==> config.mk <==
export PLATFORM = sky130hd
export DESIGN_NAME = mem_access_unit_flat
export DESIGN_NICKNAME = d
export VERILOG_FILES = /design/src/rtl/mem_access_unit_if.sv /design/src/rtl/mem_access_unit.sv /design/src/flat_wrapper.sv
export SDC_FILE = /design/constraint.sdc
export NUM_CORES = 1
export LEC_CHECK = 0
export CORE_ASPECT_RATIO = 0.5
export CORE_UTILIZATION = 50
export CTS_CLUSTER_SIZE = 14
export DETAILED_ROUTE_END_ITERATION = 6
export GPL_ROUTABILITY_DRIVEN = 1
export HOLD_SLACK_MARGIN = 0.08
export PLACE_DENSITY = 0.87
export SLEW_MARGIN = 10
export SYNTH_ARGS = -nofsm -noshare
export SYNTH_HDL_FRONTEND = slang
export SYNTH_SLANG_ARGS = --single-unit
==> constraint.sdc <==
create_clock -name clk_in -period 4.42 [get_ports clk_in]
set_input_delay 0.663 -clock clk_in [delete_from_list [all_inputs] [get_ports clk_in]]
set_output_delay 0.663 -clock clk_in [all_outputs]
set_load 0.02 [all_outputs]
==> src/rtl/mem_access_unit_if.sv <==
// mem_access_unit_if: request/completion port between the memory-access stage and the memory controller,
// plus the opcode-class, memctl and stall encodings shared by the stage and its users.
`ifndef LOAD
`define LOAD 7'b0000011
`endif
`ifndef SAVE
`define SAVE 7'b0100011
`endif
`ifndef ADDI
`define ADDI 7'b0010011
`endif
`ifndef MEM_NOP
`define MEM_NOP 2'd0
`endif
`ifndef MEM_LOAD
`define MEM_LOAD 2'd1
`endif
`ifndef MEM_SAVE
`define MEM_SAVE 2'd2
`endif
`ifndef MEM_BYTE
`define MEM_BYTE 2'd0
`endif
`ifndef MEM_HALF
`define MEM_HALF 2'd1
`endif
`ifndef MEM_WORD
`define MEM_WORD 2'd2
`endif
`ifndef STALL_MEM
`define STALL_MEM 3'd4
`endif

interface mem_access_unit_if;
    logic [1:0]  memctl_op;
    logic [1:0]  memctl_len;
    logic [31:0] memctl_addr;
    logic [31:0] memctl_data;
    logic        memctl_fin;
    logic [31:0] memctl_out;
    modport master (output memctl_op, memctl_len, memctl_addr, memctl_data, input memctl_fin, memctl_out);
    modport slave  (input memctl_op, memctl_len, memctl_addr, memctl_data, output memctl_fin, memctl_out);
endinterface

==> src/rtl/mem_access_unit.sv <==
// mem_access_unit: registered EX->WB memory stage with a posted store buffer, a memctl-owning FSM,
// misalignment trapping and load sign/zero extension.
module mem_access_unit #(
    parameter int SB_DEPTH      = 4,
    parameter int MISALIGN_TRAP = 1
) (
    input  logic              clk_in,
    input  logic              rst_in,
    input  logic              rdy_in,
    input  logic              in_valid,
    input  logic              forward,
    input  logic [4:0]        rd_addr,
    input  logic [31:0]       rd_val,
    input  logic [6:0]        ins_type,
    input  logic [2:0]        ins_details,
    input  logic [31:0]       mem_addr,
    input  logic [31:0]       mem_val,
    mem_access_unit_if.master mc,
    output logic [2:0]        stall,
    output logic              output_valid,
    output logic [4:0]        output_rd_addr,
    output logic [31:0]       output_rd_val,
    output logic [6:0]        output_ins_type,
    output logic              output_forward,
    output logic [4:0]        forward_rd_addr,
    output logic [31:0]       forward_rd_val,
    output logic              misalign,
    output logic              sb_empty
);
    localparam int PW = $clog2(SB_DEPTH);
    localparam int CW = PW + 1;
    typedef enum logic [1:0] {IDLE, ST_BUSY, LD_BUSY} state_t;
    state_t      st_q, st_d;
    logic [PW-1:0] head_q, head_d, tail_q, tail_d;
    logic [CW-1:0] count_q, count_d;
    logic [31:0] sb_addr_q [SB_DEPTH];
    logic [31:0] sb_data_q [SB_DEPTH];
    logic [1:0]  sb_len_q  [SB_DEPTH];
    logic [1:0]  op_q, op_d, len_q, len_d;
    logic [31:0] maddr_q, maddr_d, mdata_q, mdata_d;
    logic [4:0]  ld_rd_q, ld_rd_d, wb_rd_q, wb_rd_d, fwd_rd_q, fwd_rd_d;
    logic [2:0]  ld_f3_q, ld_f3_d;
    logic        valid_q, valid_d, fwd_q, fwd_d, mis_q, mis_d;
    logic [31:0] wb_val_q, wb_val_d, fwd_val_q, fwd_val_d;
    logic [6:0]  wb_type_q, wb_type_d;
    logic        is_ld, is_st, mem_ld, mem_st, misal, trap, ld_go, st_ok, full, acc, enq, deq, fin;
    logic [1:0]  sz;
    logic [31:0] al_addr, ld_ext;

    assign fin     = mc.memctl_fin;
    assign is_ld   = ins_type == `LOAD;
    assign is_st   = ins_type == `SAVE;
    assign mem_ld  = is_ld && (ins_details inside {3'd0, 3'd1, 3'd2, 3'd4, 3'd5});
    assign mem_st  = is_st && (ins_details inside {3'd0, 3'd1, 3'd2});
    assign sz      = ins_details[1:0];
    assign misal   = (sz == 2'd1 && mem_addr[0]) || (sz == 2'd2 && mem_addr[1:0] != 2'b00);
    assign trap    = (MISALIGN_TRAP != 0) && misal && (mem_ld || mem_st);
    assign al_addr = {mem_addr[31:2], (sz == 2'd2) ? 2'b00 : (sz == 2'd1) ? {mem_addr[1], 1'b0} : mem_addr[1:0]};
    assign ld_go   = mem_ld && !trap;
    assign st_ok   = mem_st && !trap;
    assign full    = count_q == CW'(SB_DEPTH);
    // loads hold EX until their own fin; a full buffer blocks stores even while it drains
    assign stall   = (in_valid && (!rdy_in || ((st_q == LD_BUSY) ? !fin : (ld_go || (st_ok && full))))) ? `STALL_MEM : 3'd0;
    assign acc     = in_valid && stall == 3'd0;
    assign enq     = acc && st_ok;
    assign deq     = st_q == ST_BUSY && fin;
    assign ld_ext  = (ld_f3_q[1:0] == 2'd0) ? {{24{~ld_f3_q[2] & mc.memctl_out[7]}}, mc.memctl_out[7:0]} :
                     (ld_f3_q[1:0] == 2'd1) ? {{16{~ld_f3_q[2] & mc.memctl_out[15]}}, mc.memctl_out[15:0]} :
                     mc.memctl_out;

    always_comb begin
        st_d      = st_q;
        head_d    = deq ? head_q + 1'b1 : head_q;
        tail_d    = enq ? tail_q + 1'b1 : tail_q;
        count_d   = count_q + CW'(enq) - CW'(deq);
        op_d      = op_q;
        len_d     = len_q;
        maddr_d   = maddr_q;
        mdata_d   = mdata_q;
        ld_rd_d   = ld_rd_q;
        ld_f3_d   = ld_f3_q;
        valid_d   = 1'b0;
        fwd_d     = 1'b0;
        mis_d     = 1'b0;
        wb_rd_d   = wb_rd_q;
        wb_val_d  = wb_val_q;
        wb_type_d = wb_type_q;
        fwd_rd_d  = fwd_rd_q;
        fwd_val_d = fwd_val_q;
        if (st_q == IDLE) begin
            if (in_valid && ld_go && count_q == '0) begin
                st_d    = LD_BUSY;
                op_d    = `MEM_LOAD;
                len_d   = sz;
                maddr_d = al_addr;
                mdata_d = 32'd0;
                ld_rd_d = rd_addr;
                ld_f3_d = ins_details;
            end else if (count_q != '0) begin
                st_d    = ST_BUSY;
                op_d    = `MEM_SAVE;
                len_d   = sb_len_q[head_q];
                maddr_d = sb_addr_q[head_q];
                mdata_d = sb_data_q[head_q];
            end
        end else if (fin) begin
            st_d = IDLE;
            op_d = `MEM_NOP;
        end
        if (st_q == LD_BUSY && fin) begin
            valid_d   = 1'b1;
            fwd_d     = 1'b1;
            wb_rd_d   = ld_rd_q;
            wb_val_d  = ld_ext;
            wb_type_d = `LOAD;
            fwd_rd_d  = ld_rd_q;
            fwd_val_d = ld_ext;
        end else if (acc) begin
            // every load/store class reaching here is a bubble: a posted store, a trap, or bad funct3
            valid_d   = 1'b1;
            mis_d     = trap;
            fwd_d     = (mem_st || trap) ? 1'b0 : forward;
            wb_rd_d   = (is_ld || is_st) ? 5'd0 : rd_addr;
            wb_val_d  = rd_val;
            wb_type_d = ins_type;
            fwd_rd_d  = (is_ld || is_st) ? 5'd0 : rd_addr;
            fwd_val_d = rd_val;
        end
    end

    always_ff @(posedge clk_in or posedge rst_in) begin
        if (rst_in) begin
            st_q      <= IDLE;
            head_q    <= '0;
            tail_q    <= '0;
            count_q   <= '0;
            op_q      <= `MEM_NOP;
            len_q     <= `MEM_BYTE;
            maddr_q   <= 32'd0;
            mdata_q   <= 32'd0;
            ld_rd_q   <= 5'd0;
            ld_f3_q   <= 3'd0;
            valid_q   <= 1'b0;
            fwd_q     <= 1'b0;
            mis_q     <= 1'b0;
            wb_rd_q   <= 5'd0;
            wb_val_q  <= 32'd0;
            wb_type_q <= `ADDI;
            fwd_rd_q  <= 5'd0;
            fwd_val_q <= 32'd0;
        end else if (rdy_in) begin
            st_q      <= st_d;
            head_q    <= head_d;
            tail_q    <= tail_d;
            count_q   <= count_d;
            op_q      <= op_d;
            len_q     <= len_d;
            maddr_q   <= maddr_d;
            mdata_q   <= mdata_d;
            ld_rd_q   <= ld_rd_d;
            ld_f3_q   <= ld_f3_d;
            valid_q   <= valid_d;
            fwd_q     <= fwd_d;
            mis_q     <= mis_d;
            wb_rd_q   <= wb_rd_d;
            wb_val_q  <= wb_val_d;
            wb_type_q <= wb_type_d;
            fwd_rd_q  <= fwd_rd_d;
            fwd_val_q <= fwd_val_d;
        end
    end

    always_ff @(posedge clk_in) begin
        if (rdy_in && enq) begin
            sb_addr_q[tail_q] <= al_addr;
            sb_data_q[tail_q] <= mem_val;
            sb_len_q[tail_q]  <= sz;
        end
    end

    assign mc.memctl_op     = op_q;
    assign mc.memctl_len    = len_q;
    assign mc.memctl_addr   = maddr_q;
    assign mc.memctl_data   = mdata_q;
    assign output_valid     = valid_q;
    assign output_rd_addr   = wb_rd_q;
    assign output_rd_val    = wb_val_q;
    assign output_ins_type  = wb_type_q;
    assign output_forward   = fwd_q;
    assign forward_rd_addr  = fwd_rd_q;
    assign forward_rd_val   = fwd_val_q;
    assign misalign         = mis_q;
    assign sb_empty         = count_q == '0;
endmodule

==> src/flat_wrapper.sv <==
// flat-port wrapper written by rule: the top's interface ports become plain ports
module mem_access_unit_flat 
#(
    parameter int SB_DEPTH      = 4,
    parameter int MISALIGN_TRAP = 1
)
  (clk_in, rst_in, rdy_in, in_valid, forward, rd_addr, rd_val, ins_type, ins_details, mem_addr, mem_val, stall, output_valid, output_rd_addr, output_rd_val, output_ins_type, output_forward, forward_rd_addr, forward_rd_val, misalign, sb_empty, mc_memctl_op, mc_memctl_len, mc_memctl_addr, mc_memctl_data, mc_memctl_fin, mc_memctl_out);
  mem_access_unit_if mc_i ();
  input  logic clk_in;
  input  logic rst_in;
  input  logic rdy_in;
  input  logic in_valid;
  input  logic forward;
  input  logic [4:0] rd_addr;
  input  logic [31:0] rd_val;
  input  logic [6:0] ins_type;
  input  logic [2:0] ins_details;
  input  logic [31:0] mem_addr;
  input  logic [31:0] mem_val;
  output logic [2:0] stall;
  output logic output_valid;
  output logic [4:0] output_rd_addr;
  output logic [31:0] output_rd_val;
  output logic [6:0] output_ins_type;
  output logic output_forward;
  output logic [4:0] forward_rd_addr;
  output logic [31:0] forward_rd_val;
  output logic misalign;
  output logic sb_empty;
  output wire logic [$bits(mc_i.memctl_op)-1:0] mc_memctl_op;
  output wire logic [$bits(mc_i.memctl_len)-1:0] mc_memctl_len;
  output wire logic [$bits(mc_i.memctl_addr)-1:0] mc_memctl_addr;
  output wire logic [$bits(mc_i.memctl_data)-1:0] mc_memctl_data;
  input wire logic [$bits(mc_i.memctl_fin)-1:0] mc_memctl_fin;
  input wire logic [$bits(mc_i.memctl_out)-1:0] mc_memctl_out;
  assign mc_memctl_op = mc_i.memctl_op;
  assign mc_memctl_len = mc_i.memctl_len;
  assign mc_memctl_addr = mc_i.memctl_addr;
  assign mc_memctl_data = mc_i.memctl_data;
  assign mc_i.memctl_fin = mc_memctl_fin;
  assign mc_i.memctl_out = mc_memctl_out;
  mem_access_unit #(.SB_DEPTH(SB_DEPTH), .MISALIGN_TRAP(MISALIGN_TRAP)) u_core (.clk_in(clk_in), .rst_in(rst_in), .rdy_in(rdy_in), .in_valid(in_valid), .forward(forward), .rd_addr(rd_addr), .rd_val(rd_val), .ins_type(ins_type), .ins_details(ins_details), .mem_addr(mem_addr), .mem_val(mem_val), .mc(mc_i), .stall(stall), .output_valid(output_valid), .output_rd_addr(output_rd_addr), .output_rd_val(output_rd_val), .output_ins_type(output_ins_type), .output_forward(output_forward), .forward_rd_addr(forward_rd_addr), .forward_rd_val(forward_rd_val), .misalign(misalign), .sb_empty(sb_empty));
endmodule
* Yosys cells after proc, flatten, opt, wreduce, memory -nomap -nowiden
Memories as Yosys holds them, arrays and structs flattened.
Index checks and enable logic that the tools add are counted.
Widths: inputs -> output; s select.
** Operators by class
- Add/sub/neg operators :: 4
- Equality and inequality tests :: 13
- Mux-type cells :: 35
- Bitwise gates (word level) :: 3
- Reduce and logical (&&, ||, !) cells :: 43
** Operator list (count)
- $mux 32 :: 8
- $mux 2 :: 10
- $logic_and 1x1->1 :: 16
- $mux 5 :: 3
- $mux 7 :: 2
- $mux 1 :: 11
- $eq 3x3->1 const B :: 3
- $logic_not 3->1 :: 3
- $reduce_and 3->1 :: 3
- $reduce_bool 2->1 :: 4
- $eq 7x2->1 const B :: 1
- $eq 7x6->1 const B :: 1
- $eq 2x1->1 const B :: 3
- $logic_or 1x1->1 :: 6
- $reduce_and 2->1 :: 3
- $reduce_bool 3->1 :: 2
- $reduce_bool 5->1 :: 1
- $add 2x1->2 const B :: 2
- $eq 2x2->1 const B :: 2
- $logic_not 2->1 :: 2
- $add 3x1->3 :: 1
- $eq 3x1->1 const B :: 1
- $eq 3x2->1 const B :: 1
- $logic_not 1->1 :: 3
- other kinds (5) :: 6
** Storage, ports and cells
- Flip-flop bits (word level) :: 132
- Bits in writable memories :: 264
- Input port bits :: 149
- Output and inout port bits :: 156
- Logic and storage cells :: 117
- Memories :: 3
** Memory list
- u_core.sb_addr_q :: depth 4, width 32, read ports 1, clocked after Yosys merged registers in 0, write ports 1, RTL line mem_access_unit.sv:36 : logic [31:0] sb_addr_q [SB_DEPTH];
- u_core.sb_data_q :: depth 4, width 32, read ports 1, clocked after Yosys merged registers in 0, write ports 1, RTL line mem_access_unit.sv:37 : logic [31:0] sb_data_q [SB_DEPTH];
- u_core.sb_len_q :: depth 4, width 2, read ports 1, clocked after Yosys merged registers in 0, write ports 1, RTL line mem_access_unit.sv:38 : logic [1:0] sb_len_q [SB_DEPTH];

* Logic depth before layout (Yosys ltp)
Gate-level depths: netlist of the first run.
- Word-level depth :: 19
- Gate-level depth with buffers :: 12
- Depth with buffers taken out :: 10

* Least setup slack after synthesis of the first run
OpenSTA, ideal clock, no wires.
- Path kind :: input-to-reg
- From :: input port ins_type[4]
- To :: memory u_core.sb_addr_q[2][0] (enable)
- Library setup time :: 0.431 ns
- Arrival time :: 3.683 ns
- Slack :: 0.306 ns
- Stages :: 7
- Cells stage by stage :: or4b_4 or2_0 buf_4 nor2_1 and4b_1 clkbuf_1 and2_1
** On the way
- Cells in the longest elaborated chain, start to end :: 18
- Elaborated cells on any way between the ends :: 21
- Classes of those cells :: 2 x eq/ne; 4 x mux; 15 x reduce/logical
** Ends and longest elaborated chain
- start, declared :: RTL line flat_wrapper.sv:16 : input logic [6:0] ins_type;
- $eq 7x2->1 (no line) or $eq 7x6->1 (tied branches)
- $logic_and 1x1->1, on equally long branches :: RTL line mem_access_unit.sv:53, mem_access_unit.sv:54
- $logic_or 1x1->1 :: RTL line mem_access_unit.sv:57 : assign trap = (MISALIGN_TRAP != 0) && misal && (mem_ld || mem_st);
- $logic_and 1x1->1 :: RTL line mem_access_unit.sv:57
- $logic_not 1->1 :: RTL line mem_access_unit.sv:59, mem_access_unit.sv:60
- $logic_and 1x1->1 :: RTL line mem_access_unit.sv:60 : assign st_ok = mem_st && !trap;
- $logic_and 1x1->1 :: RTL line mem_access_unit.sv:63 : assign stall = (in_valid && (!rdy_in || ((st_q == LD_BUSY) ? !fin : (ld_go || (st_ok && full))))) ? `STALL_MEM ...
- $logic_or 1x1->1 :: RTL line mem_access_unit.sv:63
- [... 2 more ...]
- $logic_and 1x1->1 :: RTL line mem_access_unit.sv:63
- $mux 3 :: RTL line mem_access_unit.sv:63
- $logic_not 3->1 :: RTL line mem_access_unit.sv:64 : assign acc = in_valid && stall == 3'd0;
- $logic_and 1x1->1 :: RTL line mem_access_unit.sv:64
- $logic_and 1x1->1 * :: RTL line mem_access_unit.sv:65 : assign enq = acc && st_ok;
- $logic_and 1x1->1 * :: RTL line mem_access_unit.sv:174 : if (rdy_in && enq) begin
- $mux 1 * :: RTL line mem_access_unit.sv:174
- $mux 1 (implied by the code) * :: RTL line mem_access_unit.sv:175 : sb_addr_q[tail_q] <= al_addr;
- end, declared :: RTL line mem_access_unit.sv:36
Every way passes the cells marked *; elsewhere a longest branch is shown, timed or not.

* Final worst setup path of the first run
- From :: input port ins_details[1]
- To :: output port stall[2]
** On the way
- Cells in the longest elaborated chain, start to end :: 13
- Elaborated cells on any way between the ends :: 25
- Classes of those cells :: 6 x eq/ne; 2 x mux; 17 x reduce/logical
** Ends and longest elaborated chain
- start, declared :: RTL line flat_wrapper.sv:17 : input logic [2:0] ins_details;
- $eq 3x1->1, or another cell as far along :: RTL line mem_access_unit.sv:53, mem_access_unit.sv:54
- $reduce_bool 5->1 or $reduce_bool 3->1 (tied branches) :: RTL line mem_access_unit.sv:53, mem_access_unit.sv:54
- $logic_and 1x1->1, on equally long branches :: RTL line mem_access_unit.sv:53, mem_access_unit.sv:54
- $logic_or 1x1->1 :: RTL line mem_access_unit.sv:57
- $logic_and 1x1->1 :: RTL line mem_access_unit.sv:57
- $logic_not 1->1 :: RTL line mem_access_unit.sv:59, mem_access_unit.sv:60
- $logic_and 1x1->1 :: RTL line mem_access_unit.sv:60
- $logic_and 1x1->1 :: RTL line mem_access_unit.sv:63
- $logic_or 1x1->1 * :: RTL line mem_access_unit.sv:63
- $mux 1 * :: RTL line mem_access_unit.sv:63
- $logic_or 1x1->1 * :: RTL line mem_access_unit.sv:63
- $logic_and 1x1->1 * :: RTL line mem_access_unit.sv:63
- $mux 3 * :: RTL line mem_access_unit.sv:63
- end, declared :: RTL line flat_wrapper.sv:20 : output logic [2:0] stall;
Marked as above.

==> impl_metrics.yaml, run 1 <==
outcome:
  status: "finished, final reports clean"
sta:
  finalCritPeriodShare_pct: 83.76
  setup_viol: 0
  hold_viol: 0
  relSlewSlack_pct: 27.56
  drv_slew: 0
  fin_worst_skew_ps: 11.90
  min_period_ps: 3702
  fin_setup_tns_ps: 0
  max_freq_mhz: 270.1
  worstMarginPinSlew_ps: 1087
  rsz0062_at_grt: "false"
cells_and_area:
  n_fill_cell: 2005
  layout.nets: 1348
  finish.instance_area_um2: 20600
  layout-drive-gt1-share_pct: 22.30
  area_growth_pct: 27.56
yosys:
  syn-cell-area_um2: 16150
  synth_compound_area_share_pct: 4.601
  synth_xor_area_share_pct: 0.2711
  synthDistinctLibCells: 53
  synth.mux.area_fraction_pct: 18.10
  synth_fa_ha_area_share_pct: 0.5887
  synth_top_family_by_area: "multiplexers"
  ys_seq_area_share_pct: 69.24
  avgSynthCellArea_um2: 17.60
  synth-simple-area-share_pct: 3.625
  yosys_warnings: 0
  synth_seq_cells: 394
  synthCells: 918
critical_path:
  crit_fanout: 12
  start_kind: "input pin"
  crit_type: "in -> out"
  crit_required_ps: 3760
  end_kind: "primary output"
  arrival_ps: 3040
cts:
  clkLatencyLatePin_ps: 540
  cts_tree: "done"
  clkTransAtPathRegs_ps: 60
  htree_levels: 2
  cts_buffer_depth: 3
  cts.repair.resized: 0
  clock-sinks: 394
  hold_buffers: 0
  cts_setup_buffers: 0
  cts_buffers: 36
  clockRootBuffer: "clkbuf_16"
floorplan:
  fp-row-count: 46
  die_h_um: 129.1
  dieArea_um2: 33070
  core_area_um2: 31710
  pin_count: 305
  initial_utilization_pct: 50.94
  dieWidth_um: 256.2
route:
  route.antenna.remaining_nets: 0
  vias: 9403
  drt_pass1_iterations: 5
  dr.first_iter.drc_count: 712
  via_per_inst: 5.678
  routed_wl_mm: 37.63
  route.detailed.drc: 0
  wl_per_cell_um: 22.72
place:
  dp_hpwl_mm: 23.66
  gp_congestion: 0.9215
  placedInstanceArea_um2: 19470
  io_buffers: 302
grt:
  groute.usage.overall_pct: 22.14
  grt_max_degree: 90
  overflow: 0
  antenna_found_initial: 2
  grt_pass1_vias: 9624
  grt_pass1_wl_mm: 55.99
min_path:
  hold_class: "reg -> reg"
pwr:
  power_density_nw_per_um2: 544.6
  ir_worst_vdd_mv: 0.3223
  p_leak_uw: 0.007454
job:
  drv_cap: 0
[metrics by stage]
| step | util, % | worst slack, ps | total power, uW | cells | hold slack, ps |
|---|---|---|---|---|---|
| 6_report | 64.97 | 717.6 | 11220 | 1656 | 495.5 |
| 5_1_grt | 64.96 | 643.7 | 11630 | 1655 | 503.0 |
| 4_1_cts | 64.94 | 755.5 | 11290 | 1652 | 496.3 |
| 3_5_place_dp | 61.41 | 676.4 | 8292 | 1586 | 473.8 |
| 3_3_place_gp | 61.41 | 718.8 | 8168 | 1586 | 461.1 |
| 2_1_floorplan | - | 292.6 | 6839 | 919 | 459.8 |
[layer usage]
metal | vias to the layer above | global-route usage [%] | wire length [um] | part of all wire (%)
li1 | 4051 | - | - | -
met1 | 4904 | 27.73 | 14870 | 40
met2 | 357 | 38.86 | 19460 | 52
met3 | 91 | 3.599 | 1845 | 4.9
met4 | 0 | 9.616 | 1446 | 3.8
met5 | - | 0 | 0 | 0
[cell type report]
| type | instances | area (um^2) | area share [%] |
|---|---|---|---|
| antenna | 4 | 10.01 | 0.04858 |
| clock buffer | 59 | 1049 | 5.089 |
| clock inverter | 7 | 71.32 | 0.3461 |
| inverter | 13 | 53.80 | 0.2611 |
| multi-input combinational | 423 | 4425 | 21.48 |
| sequential | 394 | 11190 | 54.32 |
| tap | 432 | 540.5 | 2.623 |
| timing repair buffer | 324 | 3263 | 15.84 |
[report_power, final]
| group | switching (uW) | internal (uW) |
|---|---|---|
| registers | 503 | 4350 |
| clock network | 1350 | 1650 |
| logic | 1480 | 1890 |
| total | 3330 | 7890 |
[synthesized netlist by cell type, drive strengths merged]
cell type  count  share of area [%]
o31ai          2              0.093
nor3b          3               0.14
a31o           1              0.054
edfxtp       264                 49
buf           58                2.5
o21ai         29               0.90
mux2i          6               0.37
and4b          1              0.062
or4b           2               0.15
nor3           5               0.26
nand4b         1              0.054
or4            1              0.070
nor4           1               0.13
xor2           1              0.054
a21o           5               0.23
a21oi         20               0.69
clkbuf        31               0.72
or3            1              0.039
inv           13               0.30
nand2         67                1.6
nand2b         4               0.15
mux2         116                8.5
or2            1              0.039
dfrtp        127                 20
fa             1               0.12
o2bb2ai        2               0.15
and2           6               0.23
mux4          66                9.2
a2111oi        1               0.17
nand3          7               0.22
o311ai         1               0.16
o21bai         1              0.046
dfstp          3               0.49
xnor2          4               0.22
ha             6               0.46
a22o          32                1.7
nor2          13               0.30
nor2b          2              0.077
a32o           1              0.062
a31oi          8               0.31
conb           1              0.023
nand4          1              0.039
and3b          2               0.11
[placed cells by master (no fill, tap or decap), types with 7 or more instances in the layout]
cell and instances:
a21oi_1 19, a22o_1 32, a31oi_1 8, buf_4 16
clkbuf_1 18, clkbuf_16 37, clkdlybuf4s50_1 302, dfrtp_1 125
edfxtp_1 264, inv_1 12, mux2_2 94, mux2_4 19
mux4_2 66, nand2_1 67, nand3_1 7, nor2_1 12
o21ai_0 29
[registers in the layout, summed over array words and instances, names as in the netlist, 3 cells and up]
name / count
u_core.sb_data_q: 128
u_core.sb_len_q: 8
u_core.ld_rd_q: 5
u_core.output_rd_val: 32
u_core.ld_f3_q: 3
u_core.output_ins_type: 7
u_core.count_q: 3
u_core.mc.memctl_data: 32
u_core.mc.memctl_addr: 32
u_core.sb_addr_q: 128
u_core.output_rd_addr: 5
[logic make-up after synthesis]
family | after synthesis
adder cells (fa/ha/maj) | 7
AND/OR/NAND/NOR | 118
multiplexers | 188
AO/OA/AOI/OAI | 103
buffers and inverters | 102
other | 1
flip-flops | 394
XOR/XNOR | 5
[worst max-delay path: stages]
cell             delay [ps]
clkdlybuf4s50_1         740
nand2b_1                170
o2bb2ai_2               420
o21bai_1                140
a21oi_1                 230
o2bb2ai_1               110
clkdlybuf4s50_1         550
[worst paths after layout]
check / start / to / slack, ps / cells past startpoint
worst max-delay path: ins_details[1] / stall[2] / 720 / 7
worst min-delay path: u_core.count_q[2] / u_core.count_q[2] / 500 / 1
min in group asynchronous: rst_in / u_core.mc.memctl_addr[6] / 690 / 2
max in group asynchronous: rst_in / u_core.mc.memctl_data[30] / 2970 / 3
worst max register to register: u_core.st_q[0] / u_core.output_rd_val[27] / 1490 / 7
worst min register to register: u_core.count_q[2] / u_core.count_q[2] / 500 / 1
(Power assumes the default switching activity.)
==> run 2: changes to the inputs <==
clock period = 3.5 ns   (was 4.42 ns; I/O delays follow)
==> run 2 against run 1 <==
  * The run now ends with design-rule violations left
  * Die area unchanged
  * Core utilization up 0.33 points
  * Sequential power up 24%
  * Clock skew up 15 ps
  * Register-to-register slack worse by 720 ps
  * Clock power up 26%
  * Critical path depth up 1
  * Cell count up 0.54%
  * Global-route usage up 1.3 points
==> impl_metrics.yaml, run 2 (synthesis results as in run 1) <==
outcome:
  status: "finished with violations"
  violations: "design-rule violations"
cells_and_area:
  register_area_um2: 11190
  n_fill_cell: 2052
  area_growth_pct: 28.20
  multi_input_area_um2: 4425
  reg.largest.list: "u_core.sb_addr_q x128, u_core.sb_data_q x128"
  layout.nets: 1359
  layout_common_cells: "302 x clkdlybuf4s50_1, 264 x edfxtp_1, 125 x dfrtp_1"
  fin_cells: 1665
  layout_commonest_cell: "clkdlybuf4s50_1"
  layout-drive-gt1-share_pct: 22.85
  final_util_pct: 65.30
grt:
  overflow: 0
  grt_max_degree: 79
  antenna_found_initial: 4
  grt_pass1_vias: 9744
  grt_pass1_wl_mm: 59.13
  groute.usage.overall_pct: 23.45
cts:
  clkLatencyLatePin_ps: 550
  cts_buffer_depth: 3
  cts.repair.resized: 0
  htree_levels: 2
  cts_tree: "done"
  clkTransAtPathRegs_ps: 70
  clockRootBuffer: "clkbuf_16"
  hold_buffers: 0
  clock-sinks: 394
  cts_buffers: 36
  cts_setup_buffers: 0
pwr:
  ir_worst_vdd_mv: 0.3679
  clkPwrFrac_pct: 26.5
  p_leak_uw: 0.007501
  switching_share_pct: 30.39
  power_density_nw_per_um2: 689.3
  intPower_uw: 9936
  seqPwrFrac_pct: 42.2
  power_frac_comb_pct: 31.3
  p_sw_uw: 4338
sta:
  drv_slew: 0
  hold-worst-slack_ps: 441.7
  hold_viol: 0
  rsz0062_at_grt: "false"
  relSlewSlack_pct: 30.73
  fin_worst_skew_ps: 27.05
  setup_slack_ps: 211.2
  min_period_ps: 3289
  fin_setup_tns_ps: 0
  max_freq_mhz: 304.1
  setup_viol: 0
  worstMarginPinSlew_ps: 1039
  finalCritPeriodShare_pct: 93.97
route:
  dr.first_iter.drc_count: 740
  routed_wl_mm: 39.53
  wl_per_cell_um: 23.74
  route.antenna.remaining_nets: 0
  via_per_inst: 5.709
  vias: 9505
  drt_pass1_iterations: 7
  route.detailed.drc: 1
floorplan:
  pin_count: 305
  die_h_um: 129.1
  dieArea_um2: 33070
  initial_utilization_pct: 50.94
  dieWidth_um: 256.2
  core_area_um2: 31710
  fp-row-count: 46
critical_path:
  crit_required_ps: 2970
  arrival_ps: 2760
  r2r-start: "u_core.st_q[0]"
  start_kind: "input pin"
  end_kind: "primary output"
  crit_fanout: 12
  crit_type: "in -> out"
  critPathLaunch: "ins_details[0]"
place:
  pre_cts_ws_ps: 76.93
  dp_cells: 1597
  dp_hpwl_mm: 24.12
  gp_congestion: 0.8817
  io_buffers: 302
min_path:
  hold_class: "in -> async"
job:
  drv_cap: 0
-- run 2: changes by cell type in the layout (fill, tap and decap cells not counted), moves of 2 or more --
cell | before | now
buf_12 | 6 | 10
buf_4 | 16 | 23
clkbuf_8 | 4 | 1
inv_16 | 2 | 0
-- run 2: final cells by class --
type	instances	area share, %
Tap cell	432	2.610
Multi-Input combinational cell	423	21.37
Clock inverter	8	0.4169
Sequential cell	394	54.03
Antenna cell	3	0.03625
Clock buffer	57	4.882
Timing Repair Buffer	335	16.40
Inverter	13	0.2538
-- run 2: power by group through the flow --
stage	clock (uW)	sequential (uW)	combinational, uW
CTS	3830	6020	4510
global placement	0	6060	4300
floorplan	0	6410	2220
detailed placement	0	6090	4430
global route	4000	6090	4690
finish	3780	6020	4470
-- run 2: critical path, cell delays in order --
cell	delay, ps
clkdlybuf4s50_1	450
buf_4	190
nand2b_1	180
o2bb2ai_2	420
o21bai_1	130
a21oi_1	210
o2bb2ai_1	100
clkdlybuf4s50_1	550
-- run 2: path summary, 6_finish.rpt --
kind                                             endpoint  slack [ps]  depth (start not counted)
worst min register to register  u_core.output_ins_type[4]         480                          2
max in group asynchronous       u_core.output_ins_type[4]        2180                          3
min in group clk_in             u_core.output_ins_type[4]         480                          2
worst max register to register          u_core.count_q[2]         770                         11
worst max-delay path                             stall[2]         210                          8
worst min-delay path            u_core.mc.memctl_addr[27]         440                          2
-- run 2: per-stage QoR --
step	cell area [um^2]	total power (uW)
detailed placement	19600	10520
floorplan	16170	8638
global placement	19600	10350
finish	20710	14270
CTS	20700	14370
global route	20710	14780
-- run 2: metal layers --
| metal | vias up | global-route usage (%) | share of wire [%] |
|---|---|---|---|
| met5 | - | 0 | 0.033 |
| met4 | 2 | 11.98 | 4.9 |
| met3 | 119 | 3.756 | 5.7 |
| met2 | 398 | 41.21 | 52 |
| met1 | 4921 | 28.70 | 37 |
| li1 | 4065 | - | - |
==> run 3: changes to the inputs <==
PLACE_DENSITY = 0.77   (was 0.87)
==> run 3 against run 2 <==
  * The run still ends with design-rule violations left
  * Core utilization increased by 0.20 points
  * Clock-buffer cell count rose by 2
  * Critical endpoint unchanged
  * Clock skew shrank 3.8 ps
  * First-iteration DRC count shrank 3.0%
  * Final area is 0.31% higher
  * Power down 1.5%
  * Critical path type unchanged
  * Sequential power is essentially flat
  * Maximum frequency increased by 0.74%
  * Register-to-register slack better by 180 ps
==> impl_metrics.yaml, run 3 (synthesis results as in run 1) <==
route:
  via_per_inst: 5.481
  dr.first_iter.drc_count: 718
  drt_pass1_iterations: 7
  route.detailed.drc: 1
  wl_per_cell_um: 21.53
  routed_wl_mm: 35.94
  route.antenna.remaining_nets: 0
  vias: 9147
grt:
  antenna_found_initial: 1
  grt_pass1_vias: 9451
  grt_max_degree: 88
  groute.usage.overall_pct: 21.59
  overflow: 0
  grt_pass1_wl_mm: 54.74
cts:
  clkLatencyLatePin_ps: 540
  clockRootBuffer: "clkbuf_16"
  cts.repair.resized: 0
  clkTransAtPathRegs_ps: 70
  cts_tree: "done"
  htree_levels: 2
  clock-sinks: 394
  hold_buffers: 0
  cts_buffers: 36
  cts_setup_buffers: 0
  cts_buffer_depth: 3
cells_and_area:
  layout_common_cells: "302 x clkdlybuf4s50_1, 264 x edfxtp_1, 125 x dfrtp_1"
  layout-drive-gt1-share_pct: 23.22
  layout.nets: 1364
  n_fill_cell: 2102
  layout_commonest_cell: "clkdlybuf4s50_1"
  reg.largest.list: "u_core.sb_addr_q x128, u_core.sb_data_q x128"
  final_util_pct: 65.50
  area_growth_pct: 28.60
pwr:
  p_leak_uw: 0.007527
  power_density_nw_per_um2: 677.2
  ir_worst_vdd_mv: 0.3959
  finalPower_uw: 14070
min_path:
  hold_class: "in -> async"
critical_path:
  crit_type: "in -> out"
  start_kind: "input pin"
  cpPeakStageDelay_ps: 620
  arrival_ps: 2740
  worstPathCellList: "clkdlybuf4s50_1 > or4_4 > a21oi_1 > o21bai_1 > a21oi_1 > o2bb2ai_1 > clkdlybuf4s50_1"
  end_kind: "primary output"
  cp_slowest_cell: "clkdlybuf4s50_1"
  crit_required_ps: 2970
  crit_fanout: 2
sta:
  relSlewSlack_pct: 34.75
  hold-worst-slack_ps: 439.7
  fin_worst_skew_ps: 23.26
  setup_viol: 0
  fin_setup_tns_ps: 0
  min_period_ps: 3265
  finalCritPeriodShare_pct: 93.28
  max_freq_mhz: 306.3
  drv_slew: 0
  hold_viol: 0
  rsz0062_at_grt: "false"
  worstMarginPinSlew_ps: 978.8
place:
  dp_hpwl_mm: 22.94
  io_buffers: 302
  gp_congestion: 0.9406
floorplan:
  core_area_um2: 31710
  pin_count: 305
  dieWidth_um: 256.2
  die_h_um: 129.1
  initial_utilization_pct: 50.94
  dieArea_um2: 33070
  fp-row-count: 46
job:
  drv_cap: 0
outcome:
  status: "finished with violations"
  violations: "design-rule violations"
run 3: cell types whose count changed in the layout (fill, tap and decap cells not counted), moves of 2 or more:
cell | previous run | this run
and2_2 | 0 | 4
and2_4 | 4 | 0
buf_4 | 23 | 27
clkbuf_8 | 1 | 3
clkinv_2 | 3 | 1
clkinvlp_4 | 2 | 4
diode_2 | 3 | 1
run 3: layer usage:
layer	wire [um]	GRT usage [%]	vias to the layer above
met2	18660	37.97	278
li1	-	-	4082
met1	14800	28.02	4718
met3	1520	3.052	69
met5	0	0	-
met4	959	7.503	0
run 3: layout make-up:
cell class | count | area (um^2) | share of cell area (%)
clock inverter | 7 | 77.57 | 0.3734
timing repair buffer | 340 | 3446 | 16.59
antenna | 1 | 2.502 | 0.01205
sequential | 394 | 11190 | 53.87
tap | 432 | 540.5 | 2.602
inverter | 13 | 52.55 | 0.2530
clock buffer | 59 | 1039 | 4.999
multi-input combinational | 423 | 4425 | 21.30
run 3: power by group:
group | total [uW] | switching [uW] | leakage [uW] | internal [uW]
sequential | 6030 | 540 | 0.00394 | 5490
clock | 3740 | 1680 | 0.000524 | 2060
combinational | 4300 | 1870 | 0.00307 | 2430
total | 14100 | 4100 | 0.00753 | 9970
run 3: path summary, 6_finish.rpt:
| kind | from | to | slack (ps) | cells after the start |
|---|---|---|---|---|
| min in group clk_in | u_core.output_valid | u_core.output_valid | 490 | 1 |
| max in group asynchronous | rst_in | u_core.mc.memctl_data[4] | 2540 | 3 |
| min | rst_in | u_core.mc.memctl_addr[2] | 440 | 3 |
| min reg2reg | u_core.output_valid | u_core.output_valid | 490 | 1 |
| max | ins_details[0] | stall[2] | 240 | 7 |
| max reg2reg | u_core.st_q[0] | u_core.count_q[2] | 950 | 10 |
run 3: through the flow:
step / cells / area, um^2 / setup slack (ps)
3_5_place_dp: 1602 / 19650 / 192.3
4_1_cts: 1668 / 20770 / 248.4
6_report: 1669 / 20770 / 235.3
2_1_floorplan: 919 / 16170 / 239.7
5_1_grt: 1669 / 20770 / 184.1
3_3_place_gp: 1602 / 19650 / 244.7
run 3: critical path, delay by kind of cell:
kind	cells	cell delay, ps
simple gates	1	580
compound gates	4	580
buf+inv	2	1070
